$ cat src/rtl/reram_xbar_pkg.sv
// Shared encodings for the ReRAM crossbar controller: ops, FSM states, register map.
package reram_xbar_pkg;

   typedef enum logic [1:0] {
      OP_READ  = 2'b00,
      OP_SET   = 2'b01,
      OP_RESET = 2'b10,
      OP_RSVD  = 2'b11
   } op_e;

   typedef enum logic [2:0] {
      ST_IDLE,
      ST_SETUP,
      ST_PULSE,
      ST_SAMPLE,
      ST_RELAX
   } state_e;

   localparam logic [3:0] OFF_CTRL   = 4'h0;
   localparam logic [3:0] OFF_ADDR   = 4'h4;
   localparam logic [3:0] OFF_TIMING = 4'h8;
   localparam logic [3:0] OFF_STATUS = 4'hC;

   // Byte-lane merge of a Wishbone write into an existing 32-bit image.
   function automatic logic [31:0] sel_merge(input logic [31:0] old_v,
                                             input logic [31:0] new_v,
                                             input logic [3:0]  sel);
      logic [31:0] m;
      m = {{8{sel[3]}}, {8{sel[2]}}, {8{sel[1]}}, {8{sel[0]}}};
      return (old_v & ~m) | (new_v & m);
   endfunction

endpackage

$ cat src/rtl/reram_xbar_ctrl_regs.sv
// Wishbone slave decode and register file for the crossbar controller.
module reram_xbar_regs
   import reram_xbar_pkg::*;
#(
   parameter int unsigned PW_W     = 8,
   parameter logic [31:0] BASE_ADR = 32'h3000_0000
) (
   input  logic            clk_i,
   input  logic            rst_i,
   input  logic            cyc_i,
   input  logic            stb_i,
   input  logic            we_i,
   input  logic [3:0]      sel_i,
   input  logic [31:0]     adr_i,
   input  logic [31:0]     dat_i,
   output logic            ack_o,
   output logic [31:0]     dat_o,
   input  logic            busy_i,
   input  logic            done_i,
   input  logic            result_i,
   input  logic            error_i,
   output logic            ctrl_wr_c,
   output logic            ctrl_start_c,
   output logic [1:0]      ctrl_op_c,
   output logic [4:0]      row_o,
   output logic [4:0]      col_o,
   output logic [PW_W-1:0] setup_o,
   output logic [PW_W-1:0] pulse_o
);

   logic            ack_q, ack_d;
   logic [31:0]     dat_q, dat_d;
   logic [1:0]      op_q, op_d;
   logic [4:0]      row_q, row_d, col_q, col_d;
   logic [PW_W-1:0] setup_q, setup_d, pulse_q, pulse_d;
   logic            hit_c, req_c;
   logic [3:0]      off_c;
   logic [31:0]     addr_img_c, tim_img_c, addr_wr_c, tim_wr_c;
   logic            unused_c;

   assign hit_c        = (adr_i[31:4] == BASE_ADR[31:4]) && (adr_i[1:0] == 2'b00);
   assign off_c        = adr_i[3:0];
   // Guard on ack_q forces one idle ack cycle between back-to-back requests.
   assign req_c        = cyc_i & stb_i & hit_c & ~ack_q;
   assign ctrl_wr_c    = req_c & we_i & (off_c == OFF_CTRL);
   assign ctrl_start_c = dat_i[0];
   assign ctrl_op_c    = dat_i[2:1];

   assign addr_img_c = (32'(col_q) << 8) | 32'(row_q);
   assign tim_img_c  = (32'(pulse_q) << 16) | 32'(setup_q);
   assign addr_wr_c  = sel_merge(addr_img_c, dat_i, sel_i);
   assign tim_wr_c   = sel_merge(tim_img_c, dat_i, sel_i);
   assign unused_c   = ^{dat_i, sel_i, addr_wr_c, tim_wr_c};

   // Register writes, read mux and single-cycle ack.
   always_comb begin
      ack_d   = req_c;
      dat_d   = '0;
      op_d    = op_q;
      row_d   = row_q;
      col_d   = col_q;
      setup_d = setup_q;
      pulse_d = pulse_q;
      if (req_c && we_i) begin
         case (off_c)
            OFF_CTRL:   op_d = dat_i[2:1];
            OFF_ADDR: begin
               row_d = addr_wr_c[4:0];
               col_d = addr_wr_c[12:8];
            end
            OFF_TIMING: begin
               setup_d = tim_wr_c[PW_W-1:0];
               pulse_d = tim_wr_c[16 +: PW_W];
            end
            default: ;
         endcase
      end else if (req_c) begin
         case (off_c)
            OFF_CTRL:   dat_d = {29'b0, op_q, 1'b0};
            OFF_ADDR:   dat_d = addr_img_c;
            OFF_TIMING: dat_d = tim_img_c;
            OFF_STATUS: dat_d = {28'b0, error_i, result_i, done_i, busy_i};
            default:    dat_d = '0;
         endcase
      end
   end

   // Register state with asynchronous clear.
   always_ff @(posedge clk_i or posedge rst_i) begin
      if (rst_i) begin
         ack_q   <= 1'b0;
         dat_q   <= '0;
         op_q    <= '0;
         row_q   <= '0;
         col_q   <= '0;
         setup_q <= '0;
         pulse_q <= '0;
      end else begin
         ack_q   <= ack_d;
         dat_q   <= dat_d;
         op_q    <= op_d;
         row_q   <= row_d;
         col_q   <= col_d;
         setup_q <= setup_d;
         pulse_q <= pulse_d;
      end
   end

   assign ack_o   = ack_q;
   assign dat_o   = dat_q;
   assign row_o   = row_q;
   assign col_o   = col_q;
   assign setup_o = setup_q;
   assign pulse_o = pulse_q;

endmodule

$ cat src/rtl/reram_xbar_ctrl.sv
// ReRAM crossbar controller: sequences setup/pulse/sample for one cell per command.
module reram_xbar_ctrl
   import reram_xbar_pkg::*;
#(
   parameter int unsigned ROWS     = 8,
   parameter int unsigned COLS     = 8,
   parameter int unsigned PW_W     = 8,
   parameter logic [31:0] BASE_ADR = 32'h3000_0000
) (
   input  logic            wb_clk_i,
   input  logic            wb_rst_i,
   input  logic            wbs_cyc_i,
   input  logic            wbs_stb_i,
   input  logic            wbs_we_i,
   input  logic [3:0]      wbs_sel_i,
   input  logic [31:0]     wbs_adr_i,
   input  logic [31:0]     wbs_dat_i,
   output logic            wbs_ack_o,
   output logic [31:0]     wbs_dat_o,
   output logic [ROWS-1:0] row_en,
   output logic [COLS-1:0] col_en,
   output logic            mode_read,
   output logic            mode_set,
   output logic            mode_reset,
   input  logic            sense_i,
   output logic            busy_o,
   output logic            irq_o
);

   state_e          state_q, state_d;
   op_e             op_q, op_d;
   logic [PW_W-1:0] cnt_q, cnt_d, pulse_q, pulse_d;
   logic [4:0]      row_q, row_d, col_q, col_d;
   logic            done_q, done_d, error_q, error_d, result_q, result_d;
   logic            sync1_q, sync2_q;
   logic [ROWS-1:0] row_en_q, row_en_d;
   logic [COLS-1:0] col_en_q, col_en_d;
   logic            rd_q, rd_d, set_q, set_d, rst_q, rst_d, busy_q, busy_d, irq_q, irq_d;
   logic            sel_on_c, valid_c;

   logic            ctrl_wr_c, ctrl_start_c;
   logic [1:0]      ctrl_op_c;
   logic [4:0]      reg_row, reg_col;
   logic [PW_W-1:0] reg_setup, reg_pulse;

   reram_xbar_regs #(.PW_W(PW_W), .BASE_ADR(BASE_ADR)) u_regs (
      .clk_i        (wb_clk_i),
      .rst_i        (wb_rst_i),
      .cyc_i        (wbs_cyc_i),
      .stb_i        (wbs_stb_i),
      .we_i         (wbs_we_i),
      .sel_i        (wbs_sel_i),
      .adr_i        (wbs_adr_i),
      .dat_i        (wbs_dat_i),
      .ack_o        (wbs_ack_o),
      .dat_o        (wbs_dat_o),
      .busy_i       (busy_q),
      .done_i       (done_q),
      .result_i     (result_q),
      .error_i      (error_q),
      .ctrl_wr_c    (ctrl_wr_c),
      .ctrl_start_c (ctrl_start_c),
      .ctrl_op_c    (ctrl_op_c),
      .row_o        (reg_row),
      .col_o        (reg_col),
      .setup_o      (reg_setup),
      .pulse_o      (reg_pulse)
   );

   // A zero timing field still yields one cycle: load max(x,1)-1.
   function automatic logic [PW_W-1:0] ld_cnt(input logic [PW_W-1:0] x);
      return (x == '0) ? '0 : x - PW_W'(1);
   endfunction

   assign valid_c = (op_e'(ctrl_op_c) != OP_RSVD) && (32'(reg_row) < ROWS) &&
                    (32'(reg_col) < COLS);

   // Next-state, status flags and next values of the registered drive outputs.
   always_comb begin
      state_d  = state_q;
      op_d     = op_q;
      cnt_d    = cnt_q;
      pulse_d  = pulse_q;
      row_d    = row_q;
      col_d    = col_q;
      done_d   = done_q;
      error_d  = error_q;
      result_d = result_q;
      case (state_q)
         ST_IDLE: begin
            if (ctrl_wr_c && ctrl_start_c) begin
               if (valid_c) begin
                  done_d  = 1'b0;
                  error_d = 1'b0;
                  op_d    = op_e'(ctrl_op_c);
                  row_d   = reg_row;
                  col_d   = reg_col;
                  pulse_d = reg_pulse;
                  cnt_d   = ld_cnt(reg_setup);
                  state_d = ST_SETUP;
               end else begin
                  error_d = 1'b1;
               end
            end
         end
         ST_SETUP: begin
            if (cnt_q == '0) begin
               cnt_d   = ld_cnt(pulse_q);
               state_d = ST_PULSE;
            end else begin
               cnt_d = cnt_q - PW_W'(1);
            end
         end
         ST_PULSE: begin
            if (cnt_q == '0) begin
               state_d = (op_q == OP_READ) ? ST_SAMPLE : ST_RELAX;
            end else begin
               cnt_d = cnt_q - PW_W'(1);
            end
         end
         ST_SAMPLE: begin
            result_d = sync2_q;
            state_d  = ST_RELAX;
         end
         ST_RELAX: begin
            done_d  = 1'b1;
            state_d = ST_IDLE;
         end
         default: state_d = ST_IDLE;
      endcase
      if (state_q != ST_IDLE && ctrl_wr_c) begin
         error_d = 1'b1;
      end

      sel_on_c = (state_d == ST_SETUP) || (state_d == ST_PULSE) || (state_d == ST_SAMPLE);
      row_en_d = sel_on_c ? (ROWS'(1) << row_d) : '0;
      col_en_d = sel_on_c ? (COLS'(1) << col_d) : '0;
      rd_d     = ((state_d == ST_PULSE) && (op_d == OP_READ)) || (state_d == ST_SAMPLE);
      set_d    = (state_d == ST_PULSE) && (op_d == OP_SET);
      rst_d    = (state_d == ST_PULSE) && (op_d == OP_RESET);
      busy_d   = (state_d != ST_IDLE);
      irq_d    = (state_d == ST_RELAX);
   end

   // State, latched operation, status flags, sense synchroniser and output registers.
   always_ff @(posedge wb_clk_i or posedge wb_rst_i) begin
      if (wb_rst_i) begin
         state_q  <= ST_IDLE;
         op_q     <= OP_READ;
         cnt_q    <= '0;
         pulse_q  <= '0;
         row_q    <= '0;
         col_q    <= '0;
         done_q   <= 1'b0;
         error_q  <= 1'b0;
         result_q <= 1'b0;
         sync1_q  <= 1'b0;
         sync2_q  <= 1'b0;
         row_en_q <= '0;
         col_en_q <= '0;
         rd_q     <= 1'b0;
         set_q    <= 1'b0;
         rst_q    <= 1'b0;
         busy_q   <= 1'b0;
         irq_q    <= 1'b0;
      end else begin
         state_q  <= state_d;
         op_q     <= op_d;
         cnt_q    <= cnt_d;
         pulse_q  <= pulse_d;
         row_q    <= row_d;
         col_q    <= col_d;
         done_q   <= done_d;
         error_q  <= error_d;
         result_q <= result_d;
         sync1_q  <= sense_i;
         sync2_q  <= sync1_q;
         row_en_q <= row_en_d;
         col_en_q <= col_en_d;
         rd_q     <= rd_d;
         set_q    <= set_d;
         rst_q    <= rst_d;
         busy_q   <= busy_d;
         irq_q    <= irq_d;
      end
   end

   assign row_en     = row_en_q;
   assign col_en     = col_en_q;
   assign mode_read  = rd_q;
   assign mode_set   = set_q;
   assign mode_reset = rst_q;
   assign busy_o     = busy_q;
   assign irq_o      = irq_q;

endmodule

$ cat config.mk
export PLATFORM = sky130hd
export DESIGN_NAME = reram_xbar_ctrl
export DESIGN_NICKNAME = d
export VERILOG_FILES = /design/src/rtl/reram_xbar_pkg.sv /design/src/rtl/reram_xbar_ctrl_regs.sv /design/src/rtl/reram_xbar_ctrl.sv
export SDC_FILE = /design/constraint.sdc
export NUM_CORES = 1
export LEC_CHECK = 0
export ABC_AREA = 0
export CAP_MARGIN = 20
export CORE_AREA = 2 2 118 120
export DETAILED_ROUTE_END_ITERATION = 16
export DIE_AREA = 0 0 120 122
export PLACE_DENSITY = 0.66
export SLEW_MARGIN = 25
export SYNTH_ARGS = -nofsm -noshare
export SYNTH_HDL_FRONTEND = slang
export SYNTH_HIERARCHICAL = 1
export SYNTH_SLANG_ARGS = --single-unit
$ cat constraint.sdc
create_clock -name wb_clk_i -period 5.95 [get_ports wb_clk_i]
set_input_delay 0.8925 -clock wb_clk_i [delete_from_list [all_inputs] [get_ports wb_clk_i]]
set_output_delay 0.8925 -clock wb_clk_i [all_outputs]
set_load 0.01 [all_outputs]
-- Word-level counts from Yosys, hierarchy flattened
Cells that the tools add are included.
- logic and storage cells: 131
- register bits: 118
- bits of input ports: 74
- output and inout port bits: 54
- add/subtract/negate cells: 3
- reduce and logical (&&, ||, !) cells: 33
- magnitude comparators: 2
- shift-type cells: 2
- bitwise operators: 14
- mux-type cells: 34
- equal/unequal tests: 18
- operators by type and width (operator ; count):
    case mux 32 bit (4 select lines) ; 1
    2-to-1 mux 32 bit ; 2
    2-to-1 mux 8 bit ; 8
    AND 24 bit ; 2
    2-to-1 mux 5 bit ; 6
    equality test 28 x 26 -> 1 bit, second input constant ; 1
    logical NOT 8 bit ; 3
    inverter 24 bit ; 1
    bitwise OR 24 bit ; 1
    bitwise OR 24 x 8 -> 24 bit ; 1
    case mux 8 bit (3 select lines) ; 1
    subtractor 8 x 1 -> 8 bit, second input constant ; 3
    << shifter 1 x 5 -> 8 bit, first input constant ; 2
    2-to-1 mux 3 bit ; 5
    AND 13 bit ; 1
    bitwise OR 13 bit ; 1
    bitwise OR 13 x 5 -> 13 bit ; 1
    equality test 3 x 2 -> 1 bit, second input constant ; 4
    case mux 3 bit (4 select lines) ; 1
    less-than comparator 5 x 4 -> 1 bit, second input constant ; 2
    logical AND 1 bit ; 9
    nonzero test 3 bit ; 3
    equality test 4 bit, second input constant ; 2
    inequality test 2 bit, second input constant ; 4
    other kinds (18) ; 41

-- Logic depth before layout (Yosys ltp)
Gate-level depths: netlist of run 1.
- word-level depth: 13
- depth in mapped cells: 11
- mapped depth without buffers: 8

-- By module
Netlist of run 1, hierarchy kept.
- by module, submodules not included (module ; cells an instance ; sequential area each (um2) ; instances ; area an instance (um2)):
    reram_xbar_ctrl ; 290 ; 1426.4 ; 1 ; 2940.3
    reram_xbar_regs ; 156 ; 1251.2 ; 1 ; 2259.7

-- Least setup slack after synthesis of run 1
Ideal clock, no wire load.
- path kind: input-to-reg
- from: input port wbs_adr_i[22]
- to: register rst_q, in the netlist mode_reset
- buffers on the path: 1
- arrival time: 3.286 ns
- path slack: 2.568 ns
- library setup time: 0.095 ns
- stages: 9
- data required time: 5.855 ns
- cell sequence: nor4_1 > nand4_2 > nor4_2 > nand2_1 > nand4b_1 > clkbuf_1 > mux2i_1 > inv_1 > nor4_4
- longest elaborated chain between the ends: 11
- elaborated cells on any way between the ends: 14
- classes of those cells: eq/ne (3); mux (4); bitwise (4); reduce/logical (3)
- RTL lines (element ; line ; text):
    from (decl) ; reram_xbar_ctrl.sv:16 ; input logic [31:0] wbs_adr_i,
    equality test 28 x 26 -> 1 bit ; reram_xbar_ctrl_regs.sv:41 ; assign hit_c = (adr_i[31:4] == BASE_ADR[31:4]) && (adr_i[1:0] == 2'b00);
    logical AND 1 bit ; reram_xbar_ctrl_regs.sv:41 ;
    AND 1 bit (2 in series) ; reram_xbar_ctrl_regs.sv:44 ; assign req_c = cyc_i & stb_i & hit_c & ~ack_q;
    AND 1 bit (2 in series) ; reram_xbar_ctrl_regs.sv:45 ; assign ctrl_wr_c = req_c & we_i & (off_c == OFF_CTRL);
    named net ctrl_wr_c ; reram_xbar_ctrl.sv:41 ; logic ctrl_wr_c, ctrl_start_c;
    logical AND 1 bit ; reram_xbar_ctrl.sv:91 ; if (ctrl_wr_c && ctrl_start_c) begin
    2-to-1 mux 2 bit ; reram_xbar_ctrl.sv:91 ;
    2-to-1 mux 2 bit ; reram_xbar_ctrl.sv:89 ; case (state_q)
    named net op_d[0] ; reram_xbar_ctrl.sv:31 ; op_e op_q, op_d;
    equality test 2 bit ; reram_xbar_ctrl.sv:140 ; rst_d = (state_d == ST_PULSE) && (op_d == OP_RESET);
    logical AND 1 bit ; reram_xbar_ctrl.sv:140 ;
    named net rst_d ; reram_xbar_ctrl.sv:38 ; logic rd_q, rd_d, set_q, set_d, rst_q, rst_d, busy_q, busy_d, irq_q, irq_d;
    to (signal assigned) ; reram_xbar_ctrl.sv:182 ; rst_q <= rst_d;
    to (decl) ; reram_xbar_ctrl.sv:38 ;
The timed path passes the listed nets, and every way through them passes these cells.
A chain may end at the register's enable or synchronous reset.

-- Worst setup path after layout of run 1
- from: input port wbs_cyc_i
- to: register rst_q, in the netlist mode_reset
- longest elaborated chain between the ends: 10
- elaborated cells on any way between the ends: 13
- classes of those cells: eq/ne (2); mux (4); bitwise (5); reduce/logical (2)
- RTL lines (element ; line ; text):
    from (decl) ; reram_xbar_ctrl.sv:12 ; input logic wbs_cyc_i,
    AND 1 bit (3 in series) ; reram_xbar_ctrl_regs.sv:44 ;
    AND 1 bit (2 in series) ; reram_xbar_ctrl_regs.sv:45 ;
    named net ctrl_wr_c ; reram_xbar_ctrl.sv:41 ;
    logical AND 1 bit ; reram_xbar_ctrl.sv:91 ;
    2-to-1 mux 2 bit ; reram_xbar_ctrl.sv:91 ;
    2-to-1 mux 2 bit ; reram_xbar_ctrl.sv:89 ;
    named net op_d[0] ; reram_xbar_ctrl.sv:31 ;
    equality test 2 bit ; reram_xbar_ctrl.sv:140 ;
    logical AND 1 bit ; reram_xbar_ctrl.sv:140 ;
    named net rst_d ; reram_xbar_ctrl.sv:38 ;
The timed path passes the listed nets, and every way through them passes these cells.

==> results of run 1 <==
-- worst min-delay path by stage --
stage | to | start
after floorplan | sync2_q$_DFF_PP0_ | sync1_q$_DFF_PP0_
after global placement | sync2_q$_DFF_PP0_ | sync1_q$_DFF_PP0_
after detailed placement | sync2_q$_DFF_PP0_ | sync1_q$_DFF_PP0_
after CTS | sync2_q$_DFF_PP0_ | sync1_q$_DFF_PP0_
after global routing | sync2_q$_DFF_PP0_ | sync1_q$_DFF_PP0_
final | sync2_q$_DFF_PP0_ | sync1_q$_DFF_PP0_
-- worst max-delay path: cells and delay by family --
family | cells | cell delay, ps
mux | 1 | 350
simple gates | 6 | 1910
buf+inv | 3 | 850
-- final cells by class --
cell class	count	area, um2	share of cell area (%)
tap	180	225	3.41
timing repair buffer	107	1060	16.1
sequential	107	2680	40.5
clock inverter	4	27.5	0.416
clock buffer	12	236	3.58
multi-input combinational	300	2310	35.0
inverter	18	68.8	1.04
-- cell usage after synthesis, drive strengths merged (3+ instances only) --
cell and instances:
and4b 16, mux2i 3, nor3 17, nor2b 6
nor4 16, clkbuf 9, or3b 3, a21oi 11
nor2 40, nand2 20, o21ai 18, o31ai 3
a31oi 4, nor4b 4, and2 6, dfrtp 107
o21a 3, xor2 3, inv 18, nand3 6
buf 22, o211ai 3, a22oi 3, mux2 44
or4 6, xnor2 6, ha 4, nor3b 9
-- logic make-up (layout without fill, tap and decap cells) --
family / Yosys count / after routing / synth area share, %
AOI/OAI and AO/OA: 61 / 61 / 8.30
buffers and inverters: 49 / 141 / 4.96
xor gates and xnor gates: 9 / 9 / 1.52
and+or+nand+nor: 166 / 166 / 21.7
muxes: 49 / 49 / 11.0
DFF: 107 / 107 / 51.5
adders and majority gates: 4 / 4 / 0.963
other: 1 / 11 / 0.0721
-- power by group through the flow --
stage | logic [mW] | registers, mW | clock network (mW)
global placement | 0.0731 | 0.742 | 0
floorplan | 0.0313 | 0.742 | 0
detailed placement | 0.0743 | 0.742 | 0
finish | 0.0735 | 0.728 | 0.536
global route | 0.0810 | 0.727 | 0.586
CTS | 0.0745 | 0.728 | 0.559
-- per-layer routing --
layer / GRT usage (%) / up-vias / wire [um]
met3: 3.18 / 20 / 370
met2: 27.6 / 87 / 5950
met4: 7.50 / 0 / 260
met1: 20.8 / 1905 / 4930
li1: - / 1797 / -
met5: 0 / - / 0
==> impl_results.md, run 1 <==
* Reg clk slew, reported paths at roughly 60 ps
* CTS root buf: clkbuf_16
* Required @ worst endpoint at 6200 ps
* Part of the power in registers at a little over half
* Final period util at 63.3%
* Cts bufs inserted at 9
* Yosys reg bits at 107
* Max Clock Skew at 4.70 ps
* Post CTS Setup Buffer Count at 0
* Post-synth cell types at between 60 and 70
* Final Routed Wirelength at 11500 um
* CTS max path bufs at 2
* H-tree levels at 3
* CP arrival at 4020 ps
* NetSw at about 280 uW
* I/O Pins at 128
* Detailed router's first-iteration violation count at 235
* WL/cell at 15.8 um
* Diodes inserted at 0
* Kind of end point of the critical path: flop
* DR pass1 iterations at 4
* Max VDD drop at 108 uV
* Total chip power at about 1.3 mW
* Worst hold slack at 350 ps
* Post-Synthesis Cells at 446
* R2R cell count at 9
* Hold path cells at 0
* IO buf count at 104
* Largest net degree at the start of global routing at 58
* P per Cell Area at 202 nW/um2
* Global-route wire length before repair at between 15000 and 20000 um
* CTS Hold Buffers Added at 0
* Rel. slew slack at 39.3%
* Minimum clock period at 3770 ps
* Final setup fails at 0
* Worst flop-to-flop path endpoint: mode_reset$_DFF_PP0_
* Max cap viols at 0
* F_max at 265 MHz
* Final setup TNS at 0 ps
* Sw Share at 21.3%
* Unrepaired setup endpoints after global routing: false
* Critical path class: input pin to flop
* CTS tree: built
* Comb pwr share at 5.5%
* Dpl ws at around 1800 ps
* Proportion of layout cells with a drive suffix above 1 at 16.8%
* Die height at between 100 and 150 um
* Number of nets still failing antenna checks after routing at 0
* Max-slew violation count at 0
* Main synth FF type: dfrtp_1
* Die Area at 14600 um2
* CTS Sinks at approximately 110
* Non-Filler Instances at 728
* FILL cells at 1213
* GRT Residual Overflow at 0
* Width of the chip at 120 um
* Post-layout util at 48.9%
* Vias in the first global route at 3906
* Slowest cell on the critical path: nor4_2
* Final worst setup slack at 2180 ps
* Drt via density at 5.23
* Leakage power total at 3.00 nW
* HP Class: flop to flop
* Yosys top cell area share at 51.5%
* Area growth syn-to-layout at 27.1%
* Starting Density at 38.5%
* Ys async rst share at 100%
* Row Count at 43
* Post-synthesis sequential area ratio at 51.5%
* R2R Setup Slk at 2790 ps
* Commonest non-fill, non-tap cell in the layout: dfrtp_1
* Post-synth top area cell: dfrtp_1
* Clock power share at 40.1%
* Crit-path max cell delay at 600 ps
* Crit-path cells: clkdlybuf4s50_1, nor4bb_1, nand4_2, nor4_2, nand2_1, nand4b_1, buf_4, mux2i_1, inv_1, nor4_4
* Core area at between 10000 and 15000 um2
* Total GRT Usage at 16.5%
* Drt drc at 0
* Final hold vios at 0
* GPL Wtd Cong at 0.889
* Design area at 6610 um2
* RR Startpoint: u_regs/ack_o$_DFF_PP0_
* Post-synth EDFFs at 0
* NumNets Final at between 600 and 700
* Worst setup SP type: input pin
* DP Area at 6340 um2
* Worst-Skew Late Latency at 350 ps
* Most frequent cells in the layout: dfrtp_1 (107), clkdlybuf4s50_1 (104), mux2_2 (42), nor2_1 (40), nand2_1 (20)
* Synth area leaders: dfrtp_1 (51%), mux2_2 (9.1%), and4b_1 (3.1%), nor2_1 (2.9%), nor4_4 (2.5%)
* Cell Int Power at 1.05 mW
* Status: complete, no violations
* Placed insts at 712
* Syn_area_per_cell at approximately 12 um2
* Post-DP HPWL at roughly 8600 um
* Synthesized area at 5200 um2
* Setup crit start: wbs_cyc_i
* Yosys warning total at 6
* Via Count at 3809
* PostCTS Resize Cnt at 0
* Initial antenna violation count at 0
* Setup crit end: mode_reset$_DFF_PP0_
* Worst slew pin tran at 906 ps
* CP Max Fanout at 22
No activity file was read; power rests on OpenSTA's default activity.
==> inputs of run 2 (changes only) <==
clock period = 3.6 ns   (was 5.95 ns; I/O delays follow)
==> impl_results.md, run 2 (synthesized netlist as in run 1, its figures left out) <==
* Dpl ws at 336 ps
* CTS max path bufs at 2
* HP Class: flop to flop
* Leakage power total at 3.07 nW
* Area growth syn-to-layout at 29.6%
* CTS Hold Buffers Added at 0
* GPL Wtd Cong at 0.861
* Clock power share at between 40% and 50%
* Final setup fails at 0
* CTS Sinks at 107
* H-tree levels at 3
* Largest net degree at the start of global routing at slightly above 50
* Width of the chip at 120 um
* Final worst setup slack at 711 ps
* CP Max Fanout at 35
* Drt drc at 0
* Initial antenna violation count at 0
* Core area at about 14000 um2
* Total GRT Usage at 16.2%
* Cell Int Power at 1.91 mW
* Final hold vios at 0
* Die Area at roughly 15000 um2
* Max cap viols at 0
* DR pass1 iterations at 4
* Post CTS Setup Buffer Count at 0
* Sw Share at 20.9%
* P per Cell Area at between 300 and 400 nW/um2
* Final setup TNS at 0 ps
* Diodes inserted at 0
* Die height at about 120 um
* Worst hold slack at 359 ps
* GRT Residual Overflow at 0
* IO buf count at 104
* Rel. slew slack at roughly 40%
* Total chip power at 2.41 mW
* Max VDD drop at 316 uV
* PostCTS Resize Cnt at 0
* CTS tree: built
* I/O Pins at 128
* Post-layout util at 49.9%
* Kind of end point of the critical path: flop
* NumNets Final at 630
* CP arrival at 3120 ps
* Cts bufs inserted at 9
* Part of the power in registers at 49.9%
* WL/cell at 15.6 um
* Drt via density at 5.07
* Final Routed Wirelength at 11500 um
* Most frequent cells in the layout: dfrtp_1 (107), clkdlybuf4s50_1 (104), mux2_2 (42), nor2_1 (40), nand2_1 (20)
* Minimum clock period at 2890 ps
* NetSw at 503 uW
* Number of nets still failing antenna checks after routing at 0
* Unrepaired setup endpoints after global routing: false
* Via Count at 3735
* F_max at 346 MHz
* Vias in the first global route at about 3800
* Required @ worst endpoint at roughly 3800 ps
* Commonest non-fill, non-tap cell in the layout: dfrtp_1
* CTS root buf: clkbuf_16
* Post-DP HPWL at 8700 um
* Comb pwr share at ~5%
* Worst slew pin tran at 884 ps
* Final period util at between 80 and 90%
* Worst setup SP type: input pin
* Reg clk slew, reported paths at 70 ps
* Max Clock Skew at 7.02 ps
* Critical path class: input pin to flop
* FILL cells at about 1200
* Worst-Skew Late Latency at 350 ps
* Status: complete, no violations
* Proportion of layout cells with a drive suffix above 1 at 18.7%
* Row Count at 43
* Max-slew violation count at 0
* Detailed router's first-iteration violation count at 230
* Starting Density at between 30% and 40%
* Global-route wire length before repair at 18900 um
==> run 2: cell count changes in the layout (fill, tap and decap cells not counted), sizes merged <==
cell / change
buf: +9
bufinv: +2
clkbuf: -2
clkinv: -2
clkinvlp: +1
inv: +1
==> run 2: worst paths after layout <==
kind | from | end | slack, ps | cells past startpoint
worst min register to register | sync1_q$_DFF_PP0_ | sync2_q$_DFF_PP0_ | 360 | 0
max in group asynchronous | wb_rst_i | asynchronous set/reset pin | 2340 | 2
min in group asynchronous | wb_rst_i | col_q[4]$_DFF_PP0_ | 570 | 2
worst max register to register | cnt_q[0]$_DFFE_PP0P_ | cnt_q[3]$_DFFE_PP0P_ | 950 | 7
worst max-delay path | wbs_cyc_i | col_en[7]$_DFF_PP0_ | 710 | 11
worst min-delay path | sync1_q$_DFF_PP0_ | sync2_q$_DFF_PP0_ | 360 | 0
==> run 2: power by group through the flow <==
stage | clock network (mW) | registers, mW | logic, mW
after detailed placement | 0 | 1.23 | 0.126
after global routing | 1.16 | 1.20 | 0.136
after CTS | 1.11 | 1.20 | 0.127
after floorplan | 0 | 1.23 | 0.0517
final | 1.08 | 1.20 | 0.124
after global placement | 0 | 1.23 | 0.123
==> run 2: area by class of cell <==
type / instances / area, um2 / area share [%]
clock buffers: 10 / 239 / 3.55
multi-input cells: 300 / 2300 / 34.2
repair buffers: 116 / 1130 / 16.8
well taps: 180 / 225 / 3.34
inverters: 18 / 68.8 / 1.02
clock inverters: 6 / 96.3 / 1.43
flip-flops and latches: 107 / 2680 / 39.7
==> run 2: stage by stage <==
step                      cell area, um2  cells
after floorplan                     5240    456
after global placement              6400    721
after detailed placement            6400    721
after CTS                           6740    737
after global routing                6740    737
final                               6740    737
==> run 2: critical path, stage by stage <==
cell	delay, ps
clkdlybuf4s50_1	450
nor4bb_1	340
nand4_2	170
nor4_2	390
nand2_1	80
nand4b_1	170
buf_4	230
buf_4	260
and3b_1	220
o21ai_2	190
nor2_1	70
==> run 2: metal layers <==
| layer | vias to the layer above | GRT usage, % | routed length (um) |
|---|---|---|---|
| met2 | 79 | 27.6 | 6020 |
| met1 | 1842 | 20.4 | 4920 |
| met3 | 14 | 3.79 | 381 |
| met5 | - | 0 | 0 |
| met4 | 0 | 4.93 | 170 |
| li1 | 1800 | - | - |
